## config.mk

```make
export PLATFORM = sky130hd
export DESIGN_NAME = data_mem_arbiter
export DESIGN_NICKNAME = d
export VERILOG_FILES = /design/src/rtl/data_mem_arbiter.sv
export SDC_FILE = /design/constraint.sdc
export NUM_CORES = 1
export LEC_CHECK = 0
export BUFFER_PORTS_ARGS = -buffer_cell sky130_fd_sc_hd__buf_2
export CAP_MARGIN = 10
export CORE_ASPECT_RATIO = 0.8
export CORE_MARGIN = 2
export CORE_UTILIZATION = 41
export CTS_BUF_LIST = sky130_fd_sc_hd__clkbuf_8 sky130_fd_sc_hd__clkbuf_16
export DETAILED_ROUTE_END_ITERATION = 8
export PLACE_DENSITY = 0.85
export SLEW_MARGIN = 20
export SYNTH_ARGS = -nofsm -noshare
export SYNTH_HDL_FRONTEND = slang
export SYNTH_SLANG_ARGS = --single-unit
```

## constraint.sdc

```tcl
create_clock -name clk -period 1.6 [get_ports clk]
set_input_delay 0.32 -clock clk [delete_from_list [all_inputs] [get_ports clk]]
set_output_delay 0.32 -clock clk [all_outputs]
set_load 0.01 [all_outputs]
```

## src/rtl/data_mem_arbiter.sv

```systemverilog
// data_mem_arbiter: two-requester arbiter in front of a registered-read data memory.
// Define DATA_MEM_ARB_ROUND_ROBIN_EN for round-robin ties; default is fixed priority to A.
module data_mem_arbiter #(
  parameter logic [7:0] BASE_ADDR = 8'd64,
  parameter int         DEPTH     = 64
) (
  input  logic       clk,
  input  logic       rst_n,
  input  logic       req_a,
  input  logic       we_a,
  input  logic [7:0] addr_a,
  input  logic [7:0] wdata_a,
  output logic       gnt_a,
  output logic       rvalid_a,
  output logic [7:0] rdata_a,
  output logic       err_a,
  input  logic       req_b,
  input  logic       we_b,
  input  logic [7:0] addr_b,
  input  logic [7:0] wdata_b,
  output logic       gnt_b,
  output logic       rvalid_b,
  output logic [7:0] rdata_b,
  output logic       err_b,
  output logic [7:0] mem_addr,
  output logic [7:0] mem_wdata,
  output logic       mem_we,
  input  logic [7:0] mem_rdata
);
  typedef enum logic [1:0] {IDLE, ISSUE, RESP} state_t;
  localparam logic [8:0] LAST = 9'(int'(BASE_ADDR) + DEPTH - 1);
  state_t     state, state_nx;
  logic       win_b, lat_we, sel_b, in_win, take, issue, resp;
  logic [7:0] lat_addr, lat_wdata;
  assign take = state == IDLE && (req_a || req_b);
  assign in_win = lat_addr >= BASE_ADDR && {1'b0, lat_addr} <= LAST;
`ifdef DATA_MEM_ARB_ROUND_ROBIN_EN
  logic last_b;
  assign sel_b = req_b && (!req_a || !last_b);
  always_ff @(posedge clk or negedge rst_n)
    if (!rst_n) last_b <= 1'b1;
    else if (take) last_b <= sel_b;
`else
  assign sel_b = req_b && !req_a;
`endif
  always_ff @(posedge clk or negedge rst_n)
    if (!rst_n) state <= IDLE;
    else state <= state_nx;
  always_comb
    state_nx = state == IDLE  ? (take ? ISSUE : IDLE) :
               state == ISSUE ? (!lat_we && in_win ? RESP : IDLE) : IDLE;
  always_ff @(posedge clk or negedge rst_n)
    if (!rst_n) begin
      win_b     <= 1'b0;
      lat_we    <= 1'b0;
      lat_addr  <= 8'h00;
      lat_wdata <= 8'h00;
    end else if (take) begin
      win_b     <= sel_b;
      lat_we    <= sel_b ? we_b : we_a;
      lat_addr  <= sel_b ? addr_b : addr_a;
      lat_wdata <= sel_b ? wdata_b : wdata_a;
    end
  // rst_n gates mem_we directly so a write in flight is dropped the instant reset asserts
  always_comb begin
    issue     = state == ISSUE;
    resp      = state == RESP;
    gnt_a     = issue && !win_b;
    gnt_b     = issue && win_b;
    err_a     = gnt_a && !in_win;
    err_b     = gnt_b && !in_win;
    mem_we    = rst_n && issue && lat_we && in_win;
    mem_addr  = issue ? lat_addr : 8'h00;
    mem_wdata = issue ? lat_wdata : 8'h00;
    rvalid_a  = resp && !win_b;
    rvalid_b  = resp && win_b;
    rdata_a   = rvalid_a ? mem_rdata : 8'h00;
    rdata_b   = rvalid_b ? mem_rdata : 8'h00;
  end
endmodule

```

==> summary.md, run 1 <==
| Metric | Value |
|---|---|
| Outcome | `complete, but fails checks` |
| Violated checks | `negative setup slack` |
| Final setup fails | `34` |
| Drt via density | `5.18` |
| Cell at the slowest stage of the critical path | `dfrtp_2` |
| Leading cell type in the layout, fill and taps excluded | `buf_2` |
| Cell breakdown of the critical path | `buf_6 > and3b_2 > and2_1 > buf_2` |
| DR vias | `1,326` |
| Seq/Total Area, Yosys | `41.6%` |
| Hold/Removal Path Class | `in2async` |
| Die Area | `3380 um2` |
| Main combinational cell family by area after synthesis | `simple AND/OR/NAND/NOR gates` |
| Cell count after synthesis | `123` |
| Core Area | `2770 um2` |
| Number of synthesized flops with an enable pin | `0` |
| Net Count, Synth | `roughly 170` |
| Filler cell count in the final layout | `217` |
| Fin crit share | `105%` |
| Synth Area in Compound Gates | `about a quarter` |
| Reg-to-reg startpoint | `state[1]$_DFF_PN0_` |
| IO Port Bufs | `84` |
| Ys flop type | `dfrtp_1` |
| RSZ-0062 raised after global routing | `yes` |
| Synthesized flop and latch total | `20` |
| DRT Pass-1 Iters | `4` |
| Setup TNS | `-1.51 ns` |
| Synth area leader | `dfrtp_1` |
| Most frequent cells in the layout | `72 x buf_2, 22 x and2_1, 17 x a22oi_1, 17 x dfrtp_1, 14 x buf_6` |
| Max-Cap Viols | `0` |
| Vias in the first global route | `1,227` |
| Hold_buf cts | `0` |
| Largest net degree at the start of global routing | `21` |
| Inst Count DP | `242` |
| Period minus WS final | `roughly 1.7 ns` |
| Share of the synthesized area in the top cell type | `41.6%` |
| Setup ws final | `-0.0784 ns` |
| Routed Antenna Nets | `0` |
| Total GRT Usage | `22.9%` |
| Adder-cell share of the synthesized area | `0%` |
| Post-Synth XOR/XNOR Area | `0%` |
| Initial Utilization | `43.5%` |
| Distinct cells, synth | `24` |
| Pwr dens | `1530 nW/um2` |
| Slowest stage delay, CP | `around 0.47 ns` |
| Worst Path Arrival | `1.36 ns` |
| Worst slew margin | `70.7%` |
| Worst vdd ir | `0.000955 V` |
| CTS buffer count | `3` |
| Area Growth Syn to Fin | `64.7%` |
| Std cell rows | `17` |
| Simple-Gate Fraction of Synth Area | `28.4%` |
| LEAKAGE | `approximately 1.0 nW` |
| Pre-CTS setup slack | `0.0172 ns` |
| CP Launch Type | `flop` |
| # IOs | `85` |
| Clk_lat worst skew | `0.26 ns` |
| Total gr overflow | `0` |
| Worst slew pin tran | `0.437 ns` |
| DRC Markers | `0` |
| R2R cell count | `5` |
| Final Max Tran Viols | `0` |
| Fmax | `0.596 GHz` |
| Iter 0 DRT Violations | `32` |
| Global-route wire length before repair | `5840 um` |
| Reg2reg end | `lat_addr[5]$_DFFE_PN0P_` |
| CTS H-tree depth | `1` |
| Layout cells sized above 1 | `59.2%` |
| Final non-filler cell total | `approximately 260` |
| Worst Skew | `0.00580 ns` |
| Final Hold Viols | `0` |
| Initial antenna violation count | `0` |
| Post-Syn Area | `between 1000 and 1500 um2` |
| CTS tree | `built` |
| CTS Buffer Depth | `2` |
| Hold_ws | `approximately 0.039 ns` |
| # clock sinks | `20` |
| DIE HEIGHT | `about 52 um` |
| CP Class | `reg2out` |
| Nets | `approximately 270` |
| Crit. End Element | `primary output` |
| Clock Tree Root | `clkbuf_8` |
| Diode count | `0` |
| Routed Wire Length | `roughly 3900 um` |
| DP HPWL | `2620 um` |
| Asr flop ratio synth | `100%` |
| CP required | `1.28 ns` |
| Syn_area_per_cell | `9.78 um2` |
| YS warnings | `0` |
| Critical-path maximum fanout | `7` |
| Die W | `64.5 um` |
| Setup slack, reg-to-reg | `0.09 ns` |
| Drt wl/cell | `between 15 and 20 um` |
| CTS clock-pin slew for the worst setup and hold paths | `about 0.08 ns` |
| Largest cells by area after synthesis | `dfrtp_1 42%, and2_1 18%, a22oi_1 11%, o2bb2ai_1 9.5%, buf_2 2.5%` |
| Routability Congestion | `0.722` |
| Mux contribution to synthesized area | `0%` |
==> cells in the mapped netlist, types with 2 or more instances <==
| master | instances |
|---|---|
| nor3_1 | 2 |
| a22oi_1 | 17 |
| o21ai_1 | 4 |
| nand2b_1 | 2 |
| buf_2 | 6 |
| and2_1 | 34 |
| dfrtp_1 | 20 |
| a31oi_1 | 4 |
| nor3b_2 | 2 |
| buf_4 | 2 |
| o2bb2ai_1 | 13 |
| nor2b_1 | 4 |
| nor2_1 | 2 |
==> registers in the layout, summed over array words and instances, names as in the netlist <==
register   cells
lat_wdata      8
state          2
lat_we         1
win_b          1
lat_addr       8
==> cell type report <==
class                           count  area (um2)  share of cell area, %
Clock buffer                        3        41.3                   2.08
Timing Repair Buffer               96         606                   30.6
Tap cell                           38        47.5                   2.40
Clock inverter                      1        30.0                   1.52
Inverter                            1        3.75                  0.190
Multi-Input combinational cell     97         748                   37.8
Sequential cell                    20         504                   25.5
==> how the worst max path moves through the flow <==
| stage | cells after the start | slack, ns | to | start |
|---|---|---|---|---|
| 2_1_floorplan | 2 | 0.22 | rdata_a[0] | state[0]$_DFF_PN0_ |
| 3_3_place_gp | 3 | 0.09 | err_b | state[0]$_DFF_PN0_ |
| 3_5_place_dp | 3 | 0.02 | err_b | state[0]$_DFF_PN0_ |
| 4_1_cts | 4 | -0.06 | rdata_b[5] | state[1]$_DFF_PN0_ |
| 5_1_grt | 3 | -0.12 | rdata_a[3] | state[0]$_DFF_PN0_ |
| 6_report | 4 | -0.08 | rdata_b[1] | state[1]$_DFF_PN0_ |
==> timing repair <==
item / in CTS / in global routing
setup buffers: 6 / 0
cloned: 3 / 1
setup endpoints to repair: 38 / 37
gates resized for setup: 21 / 20
pin swaps: 24 / 4
==> critical path: cells and delay by family (launching register included) <==
family / cells / cell delay [ns]
and+or+nand+nor: 2 / 0.36
DFF: 1 / 0.47
buffers and inverters: 2 / 0.26
==> power breakdown <==
part	leakage (nW)	total [W]	internal (W)	switching (W)
registers	0.243	0.000957	0.000746	0.000211
logic	0.735	0.00157	0.000835	0.000732
clock network	0.0357	0.000510	0.000334	0.000175
==> through the flow <==
stage,cell area (um2),utilization (%),total power [W]
floorplan,1200,-,0.00165
global placement,1670,60.5,0.00211
detailed placement,1670,60.5,0.00213
CTS,1890,68.2,0.00286
global route,1980,71.6,0.00323
finish,1980,71.6,0.00303
==> metal layers <==
layer	part of all wire, %	track usage [%]	vias up
met1	43	28.0	620
met3	7.3	5.38	4
met5	0	0	-
met4	0.75	5.32	0
met2	49	41.3	64
li1	-	-	638
==> logic make-up (layout without fill, tap and decap cells) <==
group                  Yosys count  after routing
AOI/OAI and AO/OA               40             40
and+or+nand+nor                 53             57
buffers and inverters           10            101
DFF                             20             20
Power figures use the tool's default switching activity.
==> run 2: changes to the inputs <==
Settings changed: BUFFER_PORTS_ARGS -buffer_cell sky130_fd_sc_hd__buf_2 to unset, CORE_UTILIZATION 41 to 48, DONT_BUFFER_PORTS set to 1, GPL_ROUTABILITY_DRIVEN set to 0, PLACE_DENSITY 0.85 to 0.68.
==> run 2 against run 1 <==
Compared with the run above:
- the run still ends with negative setup slack left
- maximum frequency up 4.5%
- clock power down 26%
- hold slack better by 0.11 ns
- final cell count down 39%
- highest routed layer unchanged
- first-iteration DRC count down 13%
- design area down 30%
- register-to-register slack better by 0.04 ns
- clock skew about the same
==> summary.md, run 2 (synthesis gave the netlist of run 1 again) <==
| Metric | Value |
|---|---|
| Buf+Inv Stages, Crit Path | `1` |
| Vias in the first global route | `1,020` |
| Outcome | `complete, but fails checks` |
| LEAKAGE | `0.582 nW` |
| CP Class | `reg2out` |
| Critical-path maximum fanout | `9` |
| Worst Skew | `roughly 0.006 ns` |
| CTS buffer count | `3` |
| Initial antenna violation count | `0` |
| Final Hold Viols | `0` |
| Largest net degree at the start of global routing | `21` |
| DR vias | `994` |
| # IOs | `85` |
| Slowest stage delay, CP | `0.45 ns` |
| CTS Buffer Depth | `2` |
| Biggest regs | `lat_addr x8, lat_wdata x8, state x2` |
| Pwr dens | `~1800 nW/um2` |
| Most frequent cells in the layout | `17 x and2_4, 17 x and2_1, 17 x a22oi_1, 17 x dfrtp_1, 13 x o2bb2ai_1` |
| Worst Path Arrival | `1.29 ns` |
| Worst slew pin tran | `0.910 ns` |
| Drt wl/cell | `19.3 um` |
| Initial Utilization | `50.1%` |
| Pre-CTS setup slack | `approximately 0.18 ns` |
| Period minus WS final | `between 1.5 and 2 ns` |
| Total GRT Usage | `21.2%` |
| Setup slack, reg-to-reg | `0.13 ns` |
| Total gr overflow | `0` |
| Global-route wire length before repair | `4730 um` |
| Core Area | `2400 um2` |
| Fin crit share | `100%` |
| DRT Pass-1 Iters | `6` |
| Fmax | `0.623 GHz` |
| Drt via density | `6.41` |
| Hold_ws | `approximately 0.15 ns` |
| CTS clock-pin slew for the worst setup and hold paths | `0.07 ns` |
| IO Port Bufs | `0` |
| Clk_lat worst skew | `approximately 0.26 ns` |
| # clock sinks | `20` |
| Hold/Removal Path Class | `in2reg` |
| Die W | `60.0 um` |
| Crit. End Element | `primary output` |
| RSZ-0062 raised after global routing | `yes` |
| DRC Markers | `0` |
| DP HPWL | `just over 2000 um` |
| Cell at the slowest stage of the critical path | `dfrtp_2` |
| Final instance area | `1380 um2` |
| Std cell rows | `16` |
| Setup TNS | `-0.0338 ns` |
| CP required | `1.28 ns` |
| Setup ws final | `-0.00595 ns` |
| CTS H-tree depth | `1` |
| Layout cells sized above 1 | `31.3%` |
| Final setup fails | `9` |
| Die Area | `2920 um2` |
| Iter 0 DRT Violations | `28` |
| Final Max Tran Viols | `0` |
| Placed cell area | `1210 um2` |
| Cell breakdown of the critical path | `and2b_2 > buf_6 > and2_4` |
| Clock Tree Root | `clkbuf_8` |
| CP Launch Type | `flop` |
| CTS tree | `built` |
| Worst slew margin | `39.1%` |
| DIE HEIGHT | `48.8 um` |
| Routed Antenna Nets | `0` |
| Nets | `about 180` |
| Worst vdd ir | `0.000686 V` |
| Violated checks | `negative setup slack` |
| Routed Wire Length | `2990 um` |
| Delay-heaviest family, CP | `flip-flops` |
| Max-Cap Viols | `0` |
| Area Growth Syn to Fin | `14.8%` |
| Diode count | `0` |
| Total power | `0.00249 W` |
| Filler cell count in the final layout | `210` |
run 2: what timing repair did:
action                     in CTS  in global routing
hold endpoints to repair       20                  0
resized for setup              25                  1
cloned                          1                  1
buffers inserted                3                  0
hold buffers                    1                  0
pin swaps                       5                  7
setup endpoints to repair      34                 36
run 2: layout make-up:
cell class | count | area (um2) | area share, %
well taps | 27 | 33.8 | 2.45
flip-flops and latches | 20 | 504 | 36.5
multi-input cells | 94 | 706 | 51.1
repair buffers | 9 | 77.6 | 5.62
inverters | 1 | 3.75 | 0.272
clock buffers | 4 | 55.1 | 3.99
run 2: path summary, 6_finish.rpt:
check                                   startpoint                       end  cells past startpoint
min in group asynchronous                    rst_n        state[1]$_DFF_PN0_                      1
hold / removal                               req_a   lat_addr[7]$_DFFE_PN0P_                      1
max in group asynchronous                    rst_n         win_b$_DFFE_PN0P_                      1
setup reg to reg                state[0]$_DFF_PN0_  lat_wdata[4]$_DFFE_PN0P_                      4
hold reg to reg            lat_addr[3]$_DFFE_PN0P_   lat_addr[3]$_DFFE_PN0P_                      1
setup / recovery                state[1]$_DFF_PN0_              mem_wdata[6]                      3
run 2: where the power goes:
group	total, W	internal [W]	switching, W
logic	0.00117	0.000580	0.000591
registers	0.000942	0.000747	0.000195
clock network	0.000378	0.000219	0.000160
total	0.00249	0.00155	0.000946
run 2: metal layers:
metal | wire (um) | vias to the layer above | track usage (%)
met2 | 1430 | 47 | 34.1
met4 | 13 | 0 | 3.70
li1 | - | 458 | -
met3 | 228 | 2 | 6.95
met1 | 1320 | 487 | 28.1
met5 | 0 | - | 0
run 2: per-stage QoR:
| stage | util (%) | instances |
|---|---|---|
| floorplan | - | 123 |
| global placement | 50.4 | 145 |
| detailed placement | 50.4 | 145 |
| CTS | 56.9 | 154 |
| global route | 57.4 | 155 |
| finish | 57.4 | 155 |
